===== src/rtl/conv3d_pkg.sv =====
// Shared types for the 3D convolution voxel streamer: FSM states, the buffered
// beat format and the default volume geometry.
package conv3d_pkg;

  typedef enum logic [1:0] {
    IDLE = 2'd0,
    RUN  = 2'd1,
    DONE = 2'd2
  } state_t;

  localparam int VOL_D  = 8;
  localparam int VOL_H  = 64;
  localparam int VOL_W  = 64;
  localparam int N      = VOL_D * VOL_H * VOL_W;
  localparam int BEAT_W = 8;

  // Beat data width is fixed here; the streamer's DATA_W must match it.
  typedef struct packed {
    logic [BEAT_W-1:0] data;
    logic              last;
  } beat_t;

  function automatic int vol_size(input int d, input int h, input int w);
    return d * h * w;
  endfunction

endpackage


===== src/rtl/conv3d_stream_buf.sv =====
// Two-entry FIFO of voxel beats sitting between the memory response and the
// stream output; absorbs the read latency while the consumer stalls.
module conv3d_stream_buf
  import conv3d_pkg::*;
(
  input  logic       clk,
  input  logic       rst,
  input  logic       push,
  input  beat_t      push_data,
  input  logic       pop,
  output logic [1:0] count,
  output beat_t      head,
  output logic       empty,
  output logic       full
);

  beat_t mem [2];
  logic  wr_ptr;
  logic  rd_ptr;
  logic  do_push;
  logic  do_pop;

  // A push into a full buffer is only legal when the head leaves the same cycle.
  assign do_push = push && (!full || pop);
  assign do_pop  = pop && !empty;
  assign empty   = (count == 2'd0);
  assign full    = (count == 2'd2);
  assign head    = mem[rd_ptr];

  always_ff @(posedge clk) begin
    if (rst) begin
      wr_ptr <= 1'b0;
      rd_ptr <= 1'b0;
      count  <= 2'd0;
      for (int i = 0; i < 2; i++) begin
        mem[i] <= '0;
      end
    end else begin
      if (do_push) begin
        mem[wr_ptr] <= push_data;
        wr_ptr      <= ~wr_ptr;
      end
      if (do_pop) begin
        rd_ptr <= ~rd_ptr;
      end
      case ({do_push, do_pop})
        2'b10:   count <= count + 2'd1;
        2'b01:   count <= count - 2'd1;
        default: count <= count;
      endcase
    end
  end

endmodule


===== src/rtl/conv3d_voxel_streamer.sv =====
// Streams one D x H x W volume in raster order (x, then y, then z) from a
// 1-cycle-latency voxel memory into a valid/ready stream with last and done.
module conv3d_voxel_streamer
  import conv3d_pkg::*;
#(
  parameter int D      = VOL_D,
  parameter int H      = VOL_H,
  parameter int W      = VOL_W,
  parameter int DATA_W = BEAT_W,
  parameter int ADDR_W = $clog2(D * H * W)
) (
  input  logic              clk,
  input  logic              rst,
  input  logic              start,
  output logic              mem_rd_en,
  output logic [ADDR_W-1:0] mem_addr,
  input  logic [DATA_W-1:0] mem_rdata,
  output logic [DATA_W-1:0] voxel_out,
  output logic              valid_out,
  input  logic              ready_in,
  output logic              last_out,
  output logic              busy,
  output logic              done
);

  localparam int NV    = vol_size(D, H, W);
  // One extra bit so the index can sit at NV once the volume is fully read.
  localparam int IDX_W = ADDR_W + 1;
  localparam logic [IDX_W-1:0] IDX_END  = IDX_W'(NV);
  localparam logic [IDX_W-1:0] IDX_LAST = IDX_W'(NV - 1);

  state_t           state;
  state_t           state_nxt;
  logic [IDX_W-1:0] idx;
  logic             inflight;
  logic             inflight_last;
  logic [1:0]       count;
  logic [2:0]       occ;
  beat_t            head;
  beat_t            push_beat;
  logic             empty;
  logic             full;
  logic             pop;
  logic             rd_en;

  assign pop       = !empty && ready_in;
  assign occ       = {1'b0, count} + {2'b00, inflight};
  assign push_beat = '{data: mem_rdata, last: inflight_last};

  conv3d_stream_buf u_buf (
    .clk       (clk),
    .rst       (rst),
    .push      (inflight),
    .push_data (push_beat),
    .pop       (pop),
    .count     (count),
    .head      (head),
    .empty     (empty),
    .full      (full)
  );

  // Read issue: never let buffered plus in-flight beats exceed two unless one leaves now.
  always_comb begin
    rd_en = 1'b0;
    if ((state == RUN) && (idx < IDX_END) && ((occ < 3'd2) || pop)) begin
      rd_en = 1'b1;
    end else begin
      rd_en = 1'b0;
    end
  end

  assign mem_rd_en = rd_en;
  assign mem_addr  = rd_en ? idx[ADDR_W-1:0] : '0;

  always_comb begin
    state_nxt = state;
    case (state)
      IDLE: begin
        if (start) state_nxt = RUN;
        else       state_nxt = IDLE;
      end
      RUN: begin
        if (pop && head.last) state_nxt = DONE;
        else                  state_nxt = RUN;
      end
      DONE:    state_nxt = IDLE;
      default: state_nxt = IDLE;
    endcase
  end

  always_ff @(posedge clk) begin
    if (rst) begin
      state         <= IDLE;
      idx           <= '0;
      inflight      <= 1'b0;
      inflight_last <= 1'b0;
    end else begin
      state <= state_nxt;
      if ((state == IDLE) && start) begin
        idx <= '0;
      end else if (rd_en) begin
        idx <= idx + IDX_W'(1);
      end
      inflight      <= rd_en;
      inflight_last <= rd_en && (idx == IDX_LAST);
    end
  end

  // Buffer storage may hold stale beats after an abort, so gate the head by occupancy.
  assign valid_out = !empty;
  assign voxel_out = empty ? '0 : head.data;
  assign last_out  = !empty && head.last;
  assign busy      = (state != IDLE);
  assign done      = (state == DONE);

endmodule


===== config.mk =====
export PLATFORM = sky130hd
export DESIGN_NAME = conv3d_voxel_streamer
export DESIGN_NICKNAME = d
export VERILOG_FILES = /design/src/rtl/conv3d_pkg.sv /design/src/rtl/conv3d_stream_buf.sv /design/src/rtl/conv3d_voxel_streamer.sv
export SDC_FILE = /design/constraint.sdc
export NUM_CORES = 1
export LEC_CHECK = 0
export BUFFER_PORTS_ARGS = -buffer_cell sky130_fd_sc_hd__clkbuf_2
export CORE_MARGIN = 1
export CORE_UTILIZATION = 45
export DETAILED_ROUTE_END_ITERATION = 8
export PLACE_DENSITY_LB_ADDON = 0.2
export SYNTH_ARGS = -nofsm -noshare
export SYNTH_HDL_FRONTEND = slang
export SYNTH_SLANG_ARGS = --single-unit

===== constraint.sdc =====
create_clock -name clk -period 2.2 [get_ports clk]
set_input_delay 0.11 -clock clk [delete_from_list [all_inputs] [get_ports clk]]
set_output_delay 0.11 -clock clk [all_outputs]
set_load 0.05 [all_outputs]

### Yosys cells after proc, flatten, opt, wreduce, memory -nomap -nowiden

Memory sizes are Yosys's and may differ from the RTL's. A register that Yosys moved wholly into a read port is not among the register bits.
Cells that the tools add are included.

| storage, ports and cells | value |
|---|---|
| bits in latches | 0 |
| output and inout bits | 28 |
| flip-flop bits (word level) | 24 |
| memories kept | 1 |
| word-level logic and storage cells | 58 |
| input bits | 12 |
| bits in writable memories | 18 |
| bits in read-only memories | 0 |

| operators by class | value |
|---|---|
| bitwise operators | 2 |
| div/mod/pow operators | 0 |
| $mul | 0 |
| add/subtract/negate cells | 4 |
| equal/unequal tests | 6 |
| shift operators | 0 |
| muxes and demuxes | 17 |
| reductions and logical operators | 19 |
| $lt $le $gt $ge | 2 |

Memories:

| name | depth | width | read ports | clocked after Yosys merged registers in | write ports | line | source |
|---|---|---|---|---|---|---|---|
| u_buf.mem | 2 | 9 | 1 | 1 | 2 | conv3d_stream_buf.sv:17 | `beat_t mem [2];` |

Operators with widths:

| cell | number |
|---|---|
| $add 16x1->16 const B | 1 |
| $eq 16x15->1 const B | 1 |
| $lt 16x16->1 const B | 1 |
| $mux 15 | 1 |
| $mux 1 | 11 |
| $logic_and 1x1->1 | 9 |
| $mux 9 | 1 |
| $reduce_or 9->1 | 1 |
| $mux 8 | 1 |
| $pmux 2 s2 | 2 |
| $eq 2x2->1 const B | 3 |
| $eq 2x1->1 const B | 2 |
| $logic_not 2->1 | 2 |
| $reduce_bool 2->1 | 2 |
| $add 2x1->3 | 1 |
| $lt 3x2->1 const B | 1 |
| $add 2x1->2 const B | 1 |
| $logic_not 1->1 | 2 |
| $logic_or 1x1->1 | 2 |
| $mux 2 | 1 |
| $not 1->1 | 2 |
| $reduce_or 2->1 | 1 |
| $sub 2x1->2 const B | 1 |

### Logic depth before layout (Yosys ltp)

Gate-level depths: netlist of run 1.

| depth | value |
|---|---|
| word-level depth | 10 |
| depth in mapped cells | 7 |
| mapped depth without buffers | 6 |

### Cells and area by module

Synthesis of run 1 repeated with hierarchy kept, for this count alone.

| second synthesis, totals | value |
|---|---|
| cells, all modules | 206 |
| area total of the unflattened synthesis | 2154.6 µm² |

Modules (own cells, without submodules):

| module | area an instance (µm²) | sequential area each (µm²) | cells each | instances |
|---|---|---|---|---|
| conv3d_voxel_streamer | 1113.6 | 400.4 | 133 | 1 |
| conv3d_stream_buf | 1041.0 | 640.6 | 73 | 1 |

### Worst setup path before layout of run 1

OpenSTA, ideal clock, no wires.

| timing path | value |
|---|---|
| path kind | register to output |
| start | register state[0] |
| end | output port mem_addr[10] |
| arrival time | 1.901 ns |
| cell stages (with the launch flop) | 5 |
| path buffers | 1 |
| slack | 0.189 ns |
| required time | 2.090 ns |
| path through | dfxtp_1 nor3b_4 o21a_1 clkbuf_1 and2_1 |

| between the ends | value |
|---|---|
| cells in the longest elaborated chain, start to end | 5 |

Ends and longest elaborated chain:

| item | line | source |
|---|---|---|
| start, declared | conv3d_voxel_streamer.sv:32 | `state_t state;` |
| start signal, assigned | conv3d_voxel_streamer.sv:98 | `state <= state_nxt;` |
| $eq 2x1->1 | conv3d_voxel_streamer.sv:65 | `if ((state == RUN) && (idx < IDX_END) && ((occ < 3'd2) \|\| pop)) begin` |
| $logic_and 1x1->1 (2 in series) | conv3d_voxel_streamer.sv:65 |  |
| $mux 1 | conv3d_voxel_streamer.sv:65 |  |
| net mem_rd_en | conv3d_voxel_streamer.sv:15 | `output logic mem_rd_en,` |
| $mux 15 | conv3d_voxel_streamer.sv:73 | `assign mem_addr = rd_en ? idx[ADDR_W-1:0] : '0;` |
| end, declared | conv3d_voxel_streamer.sv:16 | `output logic [ADDR_W-1:0] mem_addr,` |

The timed path passes the listed nets, and every way through them passes these cells.

### Worst setup path after layout of run 1

| timing path | value |
|---|---|
| start | register state[0] |
| end | output port mem_addr[14] |

| between the ends | value |
|---|---|
| cells in the longest elaborated chain, start to end | 5 |

Ends and longest elaborated chain:

| item | line |
|---|---|
| $eq 2x1->1 | conv3d_voxel_streamer.sv:65 |
| $logic_and 1x1->1 (2 in series) | conv3d_voxel_streamer.sv:65 |
| $mux 1 | conv3d_voxel_streamer.sv:65 |
| $mux 15 | conv3d_voxel_streamer.sv:73 |

No other way between the ends.

==> results of run 1 <==
[worst max-delay path: stages (launching register included)]
cell      delay [ps]
dfxtp_1          410
nor3b_4          320
o21a_1           190
buf_4            170
and2_1           150
clkbuf_2         280
[path summary, 6_finish.rpt]
check / endpoint / slack (ps) / depth (start not counted) / start
setup / recovery: mem_addr[14] / 280 / 5 / state[0]
hold / removal: u_buf.mem[1][8] / 100 / 2 / mem_rdata[7]
setup reg to reg: u_buf.count[1] / 370 / 5 / u_buf.count[1]
hold reg to reg: inflight_last / 490 / 2 / idx[14]
[cell type report]
cell class              count  area, um2  area share (%)
flip-flops and latches     43       1040            42.7
multi-input cells         146        952            39.0
repair buffers             46        248            10.2
clock buffers               6       82.6            3.39
well taps                  52       65.1            2.67
clock inverters             2       35.0            1.44
inverters                   4       15.0           0.616
[routing by layer]
layer	track usage (%)	wire [um]
met1	19.5	1710
met5	0	0
met3	4.94	113
met2	28.9	1890
met4	6.12	51
[per-stage QoR]
step           util, %  std cells  instance area (um2)
5_1_grt           56.0        299                 2440
6_report          56.0        299                 2440
4_1_cts           55.9        299                 2430
2_1_floorplan        -        201                 2040
3_5_place_dp      53.2        291                 2320
3_3_place_gp      53.2        291                 2320
[flip-flops by register name, indices dropped and copies added, names as in the netlist, named ones only]
register	cells
inflight	1
idx	16
u_buf.rd_ptr	1
u_buf.wr_ptr	1
u_buf.count	2
u_buf.mem	18
state	2
inflight_last	1
[cells by family (layout without fill, tap and decap cells)]
kind of cell / Yosys count / in the layout / share of synthesized area, %
and+or+nand+nor: 92 / 92 / 25.9
DFF: 43 / 43 / 51.0
AOI/OAI and AO/OA: 33 / 33 / 10.6
buffers and inverters: 12 / 58 / 2.52
muxes: 10 / 10 / 4.91
xor gates and xnor gates: 9 / 9 / 3.87
adders and majority gates: 2 / 2 / 1.23
[layout by cell type (no fill, tap or decap), drive strengths merged, types with 2 or more instances in the layout]
master | netlist | routed
clkbuf | 5 | 45
and2 | 33 | 33
nor2 | 25 | 25
dfxtp | 25 | 25
edfxtp | 18 | 18
a21oi | 11 | 11
mux2i | 10 | 10
o21ai | 9 | 9
or3 | 8 | 8
xor2 | 7 | 7
buf | 3 | 7
nand2 | 5 | 5
inv | 4 | 4
o211ai | 4 | 4
and3 | 3 | 3
nand4 | 3 | 3
o31ai | 3 | 3
or2 | 2 | 2
and4 | 2 | 2
nand3 | 2 | 2
nor3 | 2 | 2
xnor2 | 2 | 2
or4 | 2 | 2
ha | 2 | 2
nor3b | 2 | 2
[where the power goes]
group / internal, mW / switching (mW) / leakage [nW]
clock network: 0.367 / 0.258 / 0.0612
logic: 0.166 / 0.380 / 0.535
registers: 0.883 / 0.0385 / 0.390
==> flow_summary.yaml, run 1 <==
job:
  cap_violations: 0
cts:
  clock_sinks: 43
  numCtsBuffers: 5
  cts_resized: 0
  htreeDepth: 2
  cts_buffer_depth: 2
  cts_root_buffer: "clkbuf_8"
  cts.clk_slew.worst_paths_ps: 80
  cts_tree: "done"
  postCtsSetupRepairBufs: 0
  clock_latency_ps: 290
  ctsHoldBuffers: 0
logic_synthesis:
  synth_area_um2: 2040
  synthArstFlopShare_pct: 0
  synthCells: 201
  yosysTopAreaCellShare_pct: 26.5
  ys_ff_latch: 43
  synth_commonest_cells: "and2_1 (33), dfxtp_1 (25), nor2_1 (25), edfxtp_1 (18)"
  ys.flop_type: "dfxtp_1"
  yosysMostFrequentCell: "and2_1"
  yosysWarnings: 0
  avgSynthCellArea_um2: 10.1
  yosysSeqAreaShare_pct: 51.0
  yosysUniqueCellTypes: 42
  syn_nets: 215
  synthTopCellsByArea: "edfxtp_1 (27%), dfxtp_1 (25%), and2_1 (10%)"
  yosysTopAreaCell: "edfxtp_1"
  synth_edf_count: 18
final_layout:
  fill_cells: 408
  num-nets-final: 260
  drive_gt1_share_pct: 26.3
  diodes: 0
  areaGrowthSynthToFinish_pct: 19.6
critical_path:
  crit_type: "reg2out"
  critPathRequiredTime_ps: 2090
  cp.arrival_ps: 1810
  endpoint_kind: "output port"
  cp-start-kind: "flop"
  crit_fanout: 14
sta:
  drv_slew: 0
  tns_ps: 0
  min_period_ps: 1920
  period_share_pct: 87.2
  fin_ws_ps: 281
  setup_viol: 0
  tightest_slew_ps: 886
  fmax_ghz: 0.521
  max-slew-margin-rel_pct: 40.8
  hold_viol_final: 0
  rsz0062_at_grt: "false"
  skew_ps: 9.06
  timing.hold.ws_ps: 104
detailed_routing:
  drt-pass1-iter-count: 4
  drt_iter0_markers: 25
  viasPerCell: 5.13
  antenna_left: 0
  wire_per_inst_um: 12.6
  route.detailed.drc: 0
  vias: 1533
  routed_wl_mm: 3.76
global_routing:
  antenna_found_initial: 0
  groute.usage.overall_pct: 16.7
  grt_max_degree: 17
  grt_pass1_vias: 1400
  grt_pass1_wl_mm: 6.31
  grt_overflow: 0
hold_path:
  min_path_type: "in2reg"
die:
  pin_count: 40
  core_um2: 4350
  die_area_um2: 4810
  die_h_um: 69.3
  initial_utilization_pct: 46.8
  rows: 24
  die_w_um: 69.3
placement:
  portBuffers: 39
  place_ws_ps: 142
  place_congestion: 0.655
  hpwlAfterDp_mm: 2.75
outcome:
  status: "completed"
power_and_ir_drop:
  ir_worst_vdd_v: 0.000354
  fin_total_pwr_mw: 2.09
  cellLeakagePower_nw: 0.986
  p_per_area_nw_per_um2: 858
(Power assumes the default switching activity.)
==> inputs of run 2 (changes only) <==
Settings changed: PLACE_DENSITY set to 0.65, PLACE_DENSITY_LB_ADDON 0.2 to unset.
==> run 2 against run 1 <==
Critical path depth unchanged. Setup slack worse by 48 ps. Sequential power is 0.4% lower. Sequential share of layout area fell by 0.48 points. Non-clock buffer count unchanged. Die area unchanged. Worst hold slack barely moved. Largest cell class unchanged.
==> flow_summary.yaml, run 2 (synthesized netlist as in run 1, its figures left out) <==
outcome:
  status: "completed"
detailed_routing:
  drt-pass1-iter-count: 4
  drt_iter0_markers: 49
  antenna_left: 0
  vias: 1524
  route.detailed.drc: 0
  wire_per_inst_um: 12.6
  routed_wl_mm: 3.75
  viasPerCell: 5.10
final_layout:
  stdcell_area_um2: 2470
  num-nets-final: 260
  mostFrequentLayoutCell: "clkbuf_2"
  fill_cells: 395
  reg.largest.list: "u_buf.mem x18, idx x16"
  drive_gt1_share_pct: 26.3
  areaGrowthSynthToFinish_pct: 20.9
  diodes: 0
  largest_reg_flops: 18
  final_cell_mix: "clkbuf_2 (39), and2_1 (33), nor2_1 (25), dfxtp_1 (25), edfxtp_1 (18)"
  regMostFlops: "u_buf.mem"
sta:
  period_share_pct: 89.4
  fin_ws_ps: 234
  tns_ps: 0
  skew_ps: 5.91
  setup_viol: 0
  drv_slew: 0
  hold_viol_final: 0
  tightest_slew_ps: 915
  rsz0062_at_grt: "false"
  fmax_ghz: 0.509
  min_period_ps: 1970
  max-slew-margin-rel_pct: 38.9
critical_path:
  cp-startpoint: "state[0]"
  crit_fanout: 15
  endpoint: "mem_addr[14]"
  ff2ff_path_depth: 4
  critPathRequiredTime_ps: 2090
  cp-start-kind: "flop"
  cp.arrival_ps: 1860
  reg2reg_from: "u_buf.count[1]"
  timing.rr.end: "u_buf.mem[1][7]"
  ff2ff_setup_slack_ps: 300
  endpoint_kind: "output port"
  crit_type: "reg2out"
placement:
  hpwlAfterDp_mm: 2.67
  place_area_um2: 2330
  place_ws_ps: 289
  portBuffers: 39
  place_congestion: 0.702
job:
  cap_violations: 0
global_routing:
  met3_usage_pct: 3.78
  groute.usage.overall_pct: 17.6
  grt_max_degree: 17
  grt_overflow: 0
  grt_util_met2_pct: 30.6
  grt.busiest_layer: "met2"
  use_met1_pct: 21.2
  antenna_found_initial: 0
  grt_pass1_wl_mm: 6.73
  grt_pass1_vias: 1474
cts:
  htreeDepth: 2
  clock_sinks: 43
  cts.clk_slew.worst_paths_ps: 80
  numCtsBuffers: 5
  clock_latency_ps: 290
  cts_tree: "done"
  cts_buffer_depth: 2
  cts_root_buffer: "clkbuf_8"
hold_path:
  min_path_type: "in2reg"
die:
  pin_count: 40
  initial_utilization_pct: 46.8
  core_um2: 4350
  die_area_um2: 4810
  rows: 24
  die_w_um: 69.3
  die_h_um: 69.3
power_and_ir_drop:
  cellLeakagePower_nw: 0.993
  ir_worst_vdd_v: 0.000415
  fin_total_pwr_mw: 2.20
  p_per_area_nw_per_um2: 894
[run 2: changes by cell type in the layout (fill, tap and decap cells not counted), sizes merged]
cell      previous run  this run
bufinv               1         2
clkinvlp             0         1
clkbuf              45        44
clkinv               1         0
[run 2: how the worst min path moves through the flow]
stage	startpoint	end	cells after the start
2_1_floorplan	rst	state[0]	1
3_3_place_gp	start	state[0]	3
3_5_place_dp	mem_rdata[2]	u_buf.mem[0][3]	2
4_1_cts	start	state[0]	3
5_1_grt	mem_rdata[2]	u_buf.mem[1][3]	2
6_report	mem_rdata[3]	u_buf.mem[0][4]	2
[run 2: layout make-up]
type,count,area (um2),area share [%]
Tap cell,52,65.1,2.64
Timing Repair Buffer,46,260,10.6
Multi-Input combinational cell,146,948,38.5
Inverter,4,15.0,0.609
Clock inverter,3,67.6,2.74
Sequential cell,43,1040,42.2
Clock buffer,5,68.8,2.79
[run 2: per-stage QoR]
step | instances | hold slack (ps) | utilization, %
3_3_place_gp | 291 | 395 | 53.5
6_report | 299 | 104 | 56.6
3_5_place_dp | 291 | 409 | 53.5
4_1_cts | 299 | 96.3 | 56.6
2_1_floorplan | 201 | 200 | -
5_1_grt | 299 | 92.5 | 56.6
[run 2: repair_timing]
item,in CTS,in global routing
hold buffers,0,0
setup endpoints to repair,0,1
buffers inserted,0,0
gates resized for setup,0,1
[run 2: worst max-delay path, stage by stage, from the launching register on]
cell and delay, ps:
dfxtp_1 410, nor3b_4 330, o21a_2 280, buf_12 150, and2_1 130, clkbuf_2 270
[run 2: per-layer routing]
| metal | vias to the layer above | part of all wire, % |
|---|---|---|
| li1 | 793 | - |
| met1 | 692 | 44 |
| met2 | 32 | 50 |
| met3 | 7 | 3.5 |
| met4 | 0 | 1.7 |
| met5 | - | 0 |
[run 2: where the power goes]
group | total (mW) | switching, mW | internal (mW)
clock | 0.721 | 0.269 | 0.453
combinational | 0.566 | 0.387 | 0.179
sequential | 0.917 | 0.0339 | 0.883
==> inputs of run 3 (changes only) <==
Settings changed: ABC_AREA set to 1, CTS_BUF_LIST set to sky130_fd_sc_hd__clkbuf_8.
==> run 3 against run 2 <==
The run now ends with design-rule violations left. Sequential cell count unchanged. Sequential power shrank 3.2%. Global-route usage rose by 0.58 points. Sequential share of layout area fell by 0.78 points. Die area up 5.7%. Cell area is 1.9% higher. Register-to-register slack improved by 280 ps. Core utilization is 0.49 points lower. Maximum frequency is 1.7% higher. Critical path depth increased by 2. Critical endpoint is now mem_addr[0].
==> flow_summary.yaml, run 3 <==
sta:
  max-slew-margin-rel_pct: 69.6
  hold_viol_final: 0
  tns_ps: 0
  period_share_pct: 87.9
  fin_ws_ps: 266
  min_period_ps: 1930
  tightest_slew_ps: 451
  skew_ps: 6.33
  drv_slew: 0
  setup_viol: 0
  rsz0062_at_grt: "false"
  fmax_ghz: 0.517
power_and_ir_drop:
  combPwrFrac_pct: 20.1
  internal_power_mw: 1.29
  clock_power_share_pct: 32.2
  ir_worst_vdd_v: 0.000353
  p_per_area_nw_per_um2: 742
  sequentialPowerShare_pct: 47.6
  sw_frac_of_total_pct: 30.9
  p_sw_mw: 0.577
  cellLeakagePower_nw: 1.09
final_layout:
  drive_gt1_share_pct: 18.6
  reg.largest.list: "u_buf.mem x18, idx x16"
  mostFrequentLayoutCell: "nor2_1"
  num-nets-final: 352
  final_cell_mix: "nor2_1 (70), nand2_1 (68), clkbuf_2 (39)"
  areaGrowthSynthToFinish_pct: 16.4
  largest_reg_flops: 18
  fill_cells: 452
  diodes: 0
  regMostFlops: "u_buf.mem"
logic_synthesis:
  ys_ff_latch: 43
  synthArstFlopShare_pct: 0
  syn_nets: 307
  synth_edf_count: 18
  yosysMostFrequentCell: "nor2_1"
  yosysTopAreaCellShare_pct: 25.0
  yosysUniqueCellTypes: 23
  synthCells: 293
  avgSynthCellArea_um2: 7.37
  synth_area_um2: 2160
  synth_commonest_cells: "nor2_1 (70), nand2_1 (68), inv_1 (36), a21oi_1 (25), dfxtp_1 (25)"
  ys.flop_type: "dfxtp_1"
  yosysSeqAreaShare_pct: 48.2
  yosysTopAreaCell: "edfxtp_1"
  synthTopCellsByArea: "edfxtp_1 (25%), dfxtp_1 (23%), nor2_1 (12%)"
  yosysWarnings: 0
die:
  rows: 24
  pin_count: 40
  die_w_um: 71.3
  die_h_um: 71.3
  core_um2: 4470
  initial_utilization_pct: 48.2
  die_area_um2: 5080
detailed_routing:
  viasPerCell: 4.75
  wire_per_inst_um: 11.0
  antenna_left: 0
  drt_iter0_markers: 83
  routed_wl_mm: 4.30
  vias: 1857
  route.detailed.drc: 2
  drt-pass1-iter-count: 6
cts:
  numCtsBuffers: 5
  clock_latency_ps: 290
  cts.clk_slew.worst_paths_ps: 80
  clock_sinks: 43
  postCtsSetupRepairBufs: 0
  cts_root_buffer: "clkbuf_8"
  cts_buffer_depth: 2
  cts_resized: 0
  htreeDepth: 2
  cts_tree: "done"
  ctsHoldBuffers: 0
outcome:
  status: "finished, violations left"
  violations: "design-rule violations"
critical_path:
  cp-start-kind: "flop"
  endpoint_kind: "output port"
  critPathBufInv: 3
  ff2ff_path_depth: 8
  timing.rr.end: "u_buf.mem[0][1]"
  ff2ff_setup_slack_ps: 580
  cp-startpoint: "state[0]"
  crit_type: "reg2out"
  path_delay_family: "simple AND/OR/NAND/NOR gates"
  cp_cell_sequence: "inv_2 > nor2_1 > nand2_1 > inv_1 > nand2_2 > nor2_1 > clkbuf_2"
  critPathRequiredTime_ps: 2090
  reg2reg_from: "u_buf.count[0]"
  slowest_delay_ps: 350
  worst_path_most_repeated_cell: "nor2_1"
  cp.arrival_ps: 1820
  crit_fanout: 19
  critPathSlowestCell: "dfxtp_1"
placement:
  portBuffers: 39
  hpwlAfterDp_mm: 3.10
  place_congestion: 0.789
  place_ws_ps: 565
hold_path:
  holdPathStages: 2
  hp-start: "rst"
  min_path_type: "in2reg"
  hold_end: "state[0]"
global_routing:
  grt_max_degree: 20
  grt_pass1_vias: 1587
  groute.usage.overall_pct: 18.2
  grt_overflow: 0
  antenna_found_initial: 0
  grt_pass1_wl_mm: 7.13
job:
  cap_violations: 0
run 3: worst max-delay path by stage:
stage               depth (start not counted)              end  slack [ps]
finish                                      7      mem_addr[0]         270
global route                                7      mem_addr[0]          70
CTS                                         7      mem_addr[0]         220
detailed placement                          7      mem_addr[0]         560
global placement                            8  u_buf.mem[0][5]         610
floorplan                                   7     mem_addr[10]         320
run 3: per-layer routing:
layer  track usage [%]  vias up  wire length, um
li1                  -     1002                -
met5                 0        -                0
met2              31.9       31             2110
met4              6.00        0               37
met3              4.64        5              153
met1              21.9      819             2000
run 3: cell families (layout without fill, tap and decap cells):
family	Yosys count	after routing	share of synthesized area (%)
xor gates and xnor gates	4	4	1.62
adders and majority gates	2	2	1.16
DFF	43	43	48.2
AOI/OAI and AO/OA	33	33	8.17
buffers and inverters	48	94	9.68
and+or+nand+nor	163	163	31.1
run 3: layout make-up:
class / count / area (um2) / area share, %
Clock buffer: 5 / 68.8 / 2.74
Clock inverter: 3 / 38.8 / 1.54
Inverter: 42 / 158 / 6.27
Multi-Input combinational cell: 202 / 908 / 36.2
Sequential cell: 43 / 1040 / 41.4
Tap cell: 52 / 65.1 / 2.59
Timing Repair Buffer: 44 / 233 / 9.26
run 3: power by group through the flow:
stage          Sequential [mW]  Clock (mW)  Combinational [mW]
6_report                 0.888       0.601               0.375
3_3_place_gp             0.905           0               0.376
3_5_place_dp             0.907           0               0.380
5_1_grt                  0.894       0.635               0.412
2_1_floorplan            0.901           0               0.297
4_1_cts                  0.889       0.617               0.381
run 3: worst register-to-register path: stages (launching register included):
cell and delay (ps):
dfxtp_1 410, inv_2 80, nand2_4 80, nand2_4 70, nand3_2 90, nand2_2 70
nor2_1 80, nand2_1 60, nand2_1 340
run 3: through the flow:
stage	area [um2]	power [mW]	std cells	util, %	hold WS, ps
6_report	2510	1.86	391	56.2	36.4
5_1_grt	2510	1.94	391	56.2	40.7
4_1_cts	2510	1.89	391	56.2	35.8
3_5_place_dp	2400	1.29	383	53.7	357
3_3_place_gp	2400	1.28	383	53.7	349
2_1_floorplan	2160	1.20	293	-	179
